==> config.mk <==
export PLATFORM = sky130hd
export DESIGN_NAME = fetch_unit
export DESIGN_NICKNAME = d
export VERILOG_FILES = /design/src/rtl/fetch_unit_pkg.sv /design/src/rtl/fetch_unit.sv
export SDC_FILE = /design/constraint.sdc
export NUM_CORES = 1
export LEC_CHECK = 0
export CORE_MARGIN = 5
export CORE_UTILIZATION = 51
export CTS_BUF_LIST = sky130_fd_sc_hd__clkbuf_4 sky130_fd_sc_hd__clkbuf_8
export CTS_CLUSTER_SIZE = 10
export DETAILED_ROUTE_END_ITERATION = 10
export HOLD_SLACK_MARGIN = 0.06
export PLACE_DENSITY_LB_ADDON = 0.3
export SYNTH_ARGS = -nofsm -noshare
export SYNTH_HDL_FRONTEND = slang
export SYNTH_SLANG_ARGS = --single-unit
==> constraint.sdc <==
create_clock -name clk -period 2.1 [get_ports clk]
set_input_delay 0.42 -clock clk [delete_from_list [all_inputs] [get_ports clk]]
set_output_delay 0.42 -clock clk [all_outputs]
set_load 0.02 [all_outputs]
==> src/rtl/fetch_unit_pkg.sv <==
// Shared fetch-stage definitions: FSM state encoding, instruction/address
// widths and the default HALT opcode / NOP instruction values. Imported by
// fetch_unit and usable by neighbouring pipeline stages.
package fetch_unit_pkg;

    localparam int unsigned INSTR_W = 16;
    localparam int unsigned ADDR_W  = 16;

    localparam logic [3:0]         HALT_OP_DEFAULT   = 4'hF;
    localparam logic [INSTR_W-1:0] NOP_INSTR_DEFAULT = 16'h0000;

    typedef enum logic [2:0] {
        ST_IDLE,
        ST_REQ,
        ST_WAIT,
        ST_HOLD,
        ST_HALT
    } fetch_state_t;

endpackage

==> src/rtl/fetch_unit.sv <==
// Instruction-fetch stage. Takes the current PC, issues a single-outstanding
// read to a variable-latency instruction memory, and loads the IF/ID pipeline
// register. Honours decode stall, branch flush and HALT.
//
// Ports:
//   clk            clock, all state updates on posedge
//   rst            synchronous active-low reset
//   pc_in          current PC from the PC updater
//   stall          decode cannot accept; IF/ID holds
//   flush          branch taken; discard IF/ID and any in-flight fetch
//   mem_rdata      instruction memory read data
//   mem_valid      mem_rdata valid (response to last mem_req)
//   mem_req        one-cycle read request
//   mem_addr       registered read address
//   pc_advance     one-cycle pulse: instruction accepted, PC may step
//   if_id_instr    IF/ID instruction
//   if_id_pc_plus2 IF/ID fetch address + 2
//   if_id_valid    IF/ID holds a real instruction
//   halted         HALT fetched; no further requests
module fetch_unit
    import fetch_unit_pkg::*;
#(
    parameter logic [3:0]         HALT_OP   = HALT_OP_DEFAULT,
    parameter logic [INSTR_W-1:0] NOP_INSTR = NOP_INSTR_DEFAULT
) (
    input  logic               clk,
    input  logic               rst,
    input  logic [ADDR_W-1:0]  pc_in,
    input  logic               stall,
    input  logic               flush,
    input  logic [INSTR_W-1:0] mem_rdata,
    input  logic               mem_valid,
    output logic               mem_req,
    output logic [ADDR_W-1:0]  mem_addr,
    output logic               pc_advance,
    output logic [INSTR_W-1:0] if_id_instr,
    output logic [ADDR_W-1:0]  if_id_pc_plus2,
    output logic               if_id_valid,
    output logic               halted
);

    fetch_state_t       state, state_d;
    logic               squash, squash_d;
    logic [INSTR_W-1:0] hold_instr, hold_instr_d;
    logic [ADDR_W-1:0]  hold_pc2, hold_pc2_d;

    logic               mem_req_d;
    logic [ADDR_W-1:0]  mem_addr_d;
    logic               pc_advance_d;
    logic [INSTR_W-1:0] instr_d;
    logic [ADDR_W-1:0]  pc2_d;
    logic               valid_d;
    logic               halted_d;

    logic               accept;
    logic [INSTR_W-1:0] acc_instr;
    logic [ADDR_W-1:0]  acc_pc2;

    always_comb begin
        state_d      = state;
        squash_d     = squash;
        hold_instr_d = hold_instr;
        hold_pc2_d   = hold_pc2;
        mem_req_d    = 1'b0;
        mem_addr_d   = mem_addr;
        pc_advance_d = 1'b0;
        instr_d      = if_id_instr;
        pc2_d        = if_id_pc_plus2;
        valid_d      = if_id_valid;
        halted_d     = halted;
        accept       = 1'b0;
        acc_instr    = hold_instr;
        acc_pc2      = hold_pc2;

        unique case (state)
            ST_IDLE: state_d = ST_REQ;
            ST_REQ: begin
                // The request goes out on this edge regardless of flush, so a
                // flush here must mark the response for discard.
                mem_req_d  = 1'b1;
                mem_addr_d = pc_in;
                state_d    = ST_WAIT;
                if (flush) squash_d = 1'b1;
            end
            ST_WAIT: begin
                if (mem_valid) begin
                    if (flush || squash) begin
                        squash_d = 1'b0;
                        state_d  = ST_REQ;
                    end else if (!stall) begin
                        accept    = 1'b1;
                        acc_instr = mem_rdata;
                        acc_pc2   = mem_addr + 16'd2;
                    end else begin
                        hold_instr_d = mem_rdata;
                        hold_pc2_d   = mem_addr + 16'd2;
                        state_d      = ST_HOLD;
                    end
                end else if (flush) begin
                    squash_d = 1'b1;
                end
            end
            ST_HOLD: begin
                if (flush)       state_d = ST_REQ;
                else if (!stall) accept  = 1'b1;
            end
            ST_HALT: begin
                if (flush) begin
                    state_d  = ST_REQ;
                    halted_d = 1'b0;
                end
            end
            default: state_d = ST_IDLE;
        endcase

        if (accept) begin
            instr_d      = acc_instr;
            pc2_d        = acc_pc2;
            valid_d      = 1'b1;
            pc_advance_d = 1'b1;
            if (acc_instr[15:12] == HALT_OP) begin
                state_d  = ST_HALT;
                halted_d = 1'b1;
            end else begin
                state_d  = ST_REQ;
            end
        end

        if (flush && state != ST_IDLE) begin
            valid_d = 1'b0;
            instr_d = NOP_INSTR;
        end
    end

    always_ff @(posedge clk) begin
        if (!rst) begin
            state          <= ST_IDLE;
            squash         <= 1'b0;
            hold_instr     <= NOP_INSTR;
            hold_pc2       <= '0;
            mem_req        <= 1'b0;
            mem_addr       <= '0;
            pc_advance     <= 1'b0;
            if_id_instr    <= NOP_INSTR;
            if_id_pc_plus2 <= '0;
            if_id_valid    <= 1'b0;
            halted         <= 1'b0;
        end else begin
            state          <= state_d;
            squash         <= squash_d;
            hold_instr     <= hold_instr_d;
            hold_pc2       <= hold_pc2_d;
            mem_req        <= mem_req_d;
            mem_addr       <= mem_addr_d;
            pc_advance     <= pc_advance_d;
            if_id_instr    <= instr_d;
            if_id_pc_plus2 <= pc2_d;
            if_id_valid    <= valid_d;
            halted         <= halted_d;
        end
    end

endmodule

==> results_dict.tcl, run 1 <==
set metrics [dict create \
    status "finished, final reports clean" \
    fmax_mhz 496 \
    yosysMostFrequentCell "nand2_1" \
    slowest_stage "clkdlybuf4s50_1" \
    grt_overflow_total 0 \
    cp-start-kind "flop" \
    synth_area_per_cell_um2 8.67 \
    multiInputGateArea_um2 1780 \
    clock_latency_ps 370 \
    setup_ws_ps 82.5 \
    crit_required_ps 1680 \
    initial_core_util_pct 52.3 \
    yosys.area.top_type "dfxtp_1" \
    drv_slew 0 \
    place.gp.congestion 0.851 \
    final.period_utilization_pct 96.1 \
    maxCapViolCount 0 \
    setup_viol_count_final 0 \
    row_count 31 \
    ctsResizeCount 0 \
    cts-hold-fix-buffers 0 \
    synth_edf_count 0 \
    yosysUniqueCellTypes 47 \
    numCtsBuffers 9 \
    slowest_delay_ps 690 \
    preCtsSetupSlack_ps -83.7 \
    synthXorXnorAreaFrac_pct 3.25 \
    tightest_slew_ps 567 \
    path_cells "clkdlybuf4s50_1" \
    crit_buf_inv 1 \
    grt_max_degree 28 \
    crit_family "buffers and inverters" \
    path_clk_slew_ps 100 \
    r2r_cells 6 \
    synth_commonest_cells "nand2_1, dfxtp_1, a21oi_1, nor2_1, a22oi_1" \
    rsz0062_at_grt "false" \
    syn2layout_area_growth_pct 33.2 \
    clock_sinks 88 \
    grt_use_total_pct 21.0 \
    final_area_um2 5020 \
    diodes 0 \
    routedWlPerCell_um 14.8 \
    cts_setup_buffers 0 \
    core_area_um2 7210 \
    placed_area_um2 4820 \
    yosysSeqAreaShare_pct 46.7 \
    port_buffers 88 \
    h-tree-depth 3 \
    fill_cells 583 \
    die_w_um 96.0 \
    vias 3396 \
    vias_per_cell 5.40 \
    syn_nets 473 \
    end_kind "output pin" \
    cp.depth 1 \
    dp_hpwl_mm 6.78 \
    synth.mux.area_fraction_pct 2.39 \
    dr.pass1.iters 5 \
    ys_warn_count 0 \
    finalWorstPathRequiredPeriod_ps 2020 \
    vdd_ir_drop_max_mv 0.405 \
    synth.cell_area_um2 3770 \
    synth_seq_cells 88 \
    drc 0 \
    synth-simple-area-share_pct 19.8 \
    synth_compound_area_share_pct 21.3 \
    async_reset_ff_share_pct 0 \
    synth_top_area_share_pct 46.7 \
    relSlewSlack_pct 62.2 \
    hold_viol 0 \
    yosys-top-cells-area "dfxtp_1, nand2_1, a21oi_1" \
    ios 89 \
    fin_worst_skew_ps 10.7 \
    die_h_um 96.0 \
    ant_nets 0 \
    synth_top_family_by_area "compound AO/OA/AOI/OAI gates" \
    grt_pass1_vias 3218 \
    drt_iter0_drc 210 \
    drive_gt1_share_pct 10.8 \
    routed_wl_mm 9.31 \
    synthAdderAreaFrac_pct 0.332 \
    syn-instance-count 435 \
    antenna_found_initial 0 \
    cts_root_buf "clkbuf_8" \
    tns_ps 0 \
    crit_path_max_fanout 7 \
    seqCellArea_um2 1760 \
    holdWs_ps 455 \
    dieArea_um2 9210 \
    grt_pass1_wl_mm 15.1 \
    p_per_area_nw_per_um2 729 \
    cts_tree "done" \
    hp-class "flop to flop" \
    ctsLongestPathBuffers 2 \
    worstSetupPathType "flop to output pin" \
    p_leak_nw 1.70 \
    fin_nets 563 \
    synth_flop_cell "dfxtp_1" \
    critPathArrivalTime_ps 1600 \
    min_path_cells 2 \
]
==> cells by family (layout without fill, tap and decap cells) <==
| group | Yosys count | in the layout |
|---|---|---|
| adder cells (fa/ha/maj) | 1 | 1 |
| multiplexers | 9 | 9 |
| AND/OR/NAND/NOR | 157 | 157 |
| buffers and inverters | 38 | 133 |
| AO/OA/AOI/OAI | 128 | 128 |
| XOR/XNOR | 14 | 14 |
| flip-flops | 88 | 88 |
==> cell usage in the layout, fill, tap and decap left out, types with 8 or more instances in the layout <==
cell type and n:
nand2_1 107, mux2i_1 9, a22oi_1 15, clkdlybuf4s50_1 88, buf_4 15, o21ai_0 8
a21oi_1 68, xnor2_1 11, dfxtp_1 88, nor2_1 16, clkbuf_8 9
==> metal layers <==
layer | part of all wire (%) | up-vias | GRT usage, % | routed length, um
li1 | - | 1697 | - | -
met1 | 44 | 1559 | 25.2 | 4080
met2 | 47 | 124 | 34.8 | 4340
met3 | 8.1 | 16 | 6.72 | 757
met4 | 1.4 | 0 | 8.41 | 130
met5 | 0 | - | 0 | 0
==> where the power goes <==
| group | total [mW] | internal (mW) | switching, mW |
|---|---|---|---|
| clock | 1.15 | 0.468 | 0.679 |
| combinational | 0.649 | 0.307 | 0.342 |
| sequential | 1.87 | 1.75 | 0.119 |
| total | 3.66 | 2.52 | 1.14 |
==> sequential cells by signal (all words and copies together), names as in the netlist <==
signal and count:
halted 1, hold_instr 16, hold_pc2 16, if_id_instr 16
if_id_pc_plus2 16, if_id_valid 1, mem_addr 16, mem_req 1
pc_advance 1, squash 1, state 3
==> worst paths after layout <==
check / startpoint / endpoint / slack [ps]
worst max-delay path: mem_addr[4] / mem_addr[4] / 80
worst min-delay path: hold_pc2[1] / hold_pc2[1] / 450
worst max register to register: state[1] / hold_instr[10] / 280
worst min register to register: hold_pc2[1] / hold_pc2[1] / 450
==> through the flow <==
stage	util, %	cells	total power, mW
6_report	69.6	629	3.66
5_1_grt	69.6	629	3.82
3_5_place_dp	66.8	613	2.55
2_1_floorplan	-	435	2.26
4_1_cts	69.6	629	3.68
3_3_place_gp	66.8	613	2.54
==> layout make-up <==
cell class | count | share of cell area [%]
multi-input combinational | 309 | 35.4
clock inverter | 7 | 1.50
timing repair buffer | 110 | 22.6
clock buffer | 9 | 2.47
inverter | 7 | 0.523
sequential | 88 | 35.1
tap | 99 | 2.47
No activity file was read; power rests on OpenSTA's default activity.
==> inputs of run 2 (changes only) <==
- CORE_UTILIZATION: 51 -> 55
- clock period: 2.1 -> 2.5 ns (I/O delays scaled with it)
==> run 2 against run 1 <==
Net effect: global-route usage is 1.8 points higher; wire length is 4.1% higher; via count is 1.4% higher.
==> results_dict.tcl, run 2 (synthesis gave the netlist of run 1 again) <==
set metrics [dict create \
    r2r_slack_ps 560 \
    routedWlPerCell_um 16.1 \
    p_leak_nw 1.61 \
    slowest_delay_ps 550 \
    row_count 30 \
    finalWorstPathRequiredPeriod_ps 2080 \
    dieArea_um2 8610 \
    numCtsBuffers 9 \
    cp-start-kind "primary input" \
    tns_ps 0 \
    syn2layout_area_growth_pct 27.7 \
    final_common_cell "nand2_1" \
    drive_gt1_share_pct 8.85 \
    clock_sinks 88 \
    final.period_utilization_pct 83.3 \
    cts_tree "done" \
    hold_viol 0 \
    tightest_slew_ps 585 \
    setup_viol_count_final 0 \
    p_per_area_nw_per_um2 623 \
    wl_met1_mm 4.16 \
    cts_setup_buffers 0 \
    vdd_ir_drop_max_mv 0.409 \
    grt_pass1_vias 3304 \
    grt_overflow_total 0 \
    end_kind "flop" \
    slowest_stage "clkdlybuf4s50_1" \
    ctsLongestPathBuffers 2 \
    core_area_um2 6720 \
    vias_per_cell 5.74 \
    dp_hpwl_mm 6.86 \
    grt_use_total_pct 22.8 \
    ios 89 \
    fin_nets 553 \
    holdWs_ps 457 \
    grt_max_degree 42 \
    fmax_mhz 480 \
    drc 0 \
    diodes 0 \
    h-tree-depth 3 \
    path_clk_slew_ps 90 \
    drv_slew 0 \
    fill_cells 527 \
    maxCapViolCount 0 \
    met2_length_mm 4.69 \
    worstSetupPathType "primary input to flop" \
    die_h_um 92.8 \
    rsz0062_at_grt "false" \
    die_w_um 92.8 \
    multiInputGateArea_um2 1780 \
    hp-class "flop to flop" \
    routed_wl_mm 9.69 \
    dr.pass1.iters 5 \
    clock_latency_ps 360 \
    crit_required_ps 2730 \
    grt_pass1_wl_mm 15.6 \
    antenna_found_initial 0 \
    ctsResizeCount 0 \
    ant_nets 0 \
    drt_iter0_drc 224 \
    critPathArrivalTime_ps 2320 \
    crit_path_max_fanout 19 \
    final_cell_mix "nand2_1, dfxtp_1, clkdlybuf4s50_1" \
    path_cells "clkdlybuf4s50_1 > nor4bb_4 > buf_4 > nand3_2 > nand2_1 > a21oi_1" \
    place.gp.congestion 0.900 \
    seqCellArea_um2 1760 \
    dr_wl_met3_um 664 \
    initial_core_util_pct 56.1 \
    port_buffers 88 \
    fin_worst_skew_ps 8.76 \
    cts_root_buf "clkbuf_8" \
    vias 3442 \
    status "finished, final reports clean" \
    maxUsedRoutingLayer "met4" \
    cts-hold-fix-buffers 0 \
    relSlewSlack_pct 61.0 \
]
[run 2: cell count changes in the layout (fill, tap and decap cells not counted)]
cell,previous run,this run
clkinv_1,0,1
inv_2,1,0
inv_6,0,2
buf_12,7,0
clkinvlp_4,1,2
clkinv_8,1,0
buf_4,15,12
inv_8,3,0
clkinv_2,0,1
[run 2: path summary, 6_finish.rpt]
| check | from | end | cells after the start |
|---|---|---|---|
| worst max-delay path | mem_valid | hold_instr[3] | 6 |
| worst min-delay path | hold_instr[9] | hold_instr[9] | 2 |
| worst max register to register | state[1] | hold_instr[3] | 5 |
| worst min register to register | hold_instr[9] | hold_instr[9] | 2 |
[run 2: through the flow]
stage	utilization (%)	power, mW	cells	setup WS (ps)	instance area [um^2]
floorplan	-	1.90	435	811	3770
global placement	69.0	2.11	584	142	4640
detailed placement	69.0	2.13	584	51.5	4640
CTS	71.7	3.01	600	440	4810
global route	71.7	3.14	600	316	4810
finish	71.7	3.00	600	418	4810
[run 2: area by class of cell]
type	instances	share of cell area (%)
tap	80	2.08
timing repair buffer	100	20.2
clock inverter	7	1.14
inverter	7	0.546
sequential	88	36.6
multi-input combinational	309	36.9
clock buffer	9	2.57
[run 2: layer usage]
metal,global-route usage (%),vias to the layer above
met5,0,-
met3,5.85,16
met1,29.1,1632
met4,9.77,0
met2,36.5,120
li1,-,1674
[run 2: power breakdown]
part	switching, mW	total [mW]	internal, mW	leakage (nW)
registers	0.0982	1.57	1.47	0.712
logic	0.293	0.532	0.239	0.813
clock network	0.533	0.902	0.369	0.0862
total	0.924	3.00	2.08	1.61
[run 2: worst max-delay path: cells and delay by family]
kind,cells,cell delay [ps]
buf+inv,2,750
simple gates,3,980
compound gates,1,80
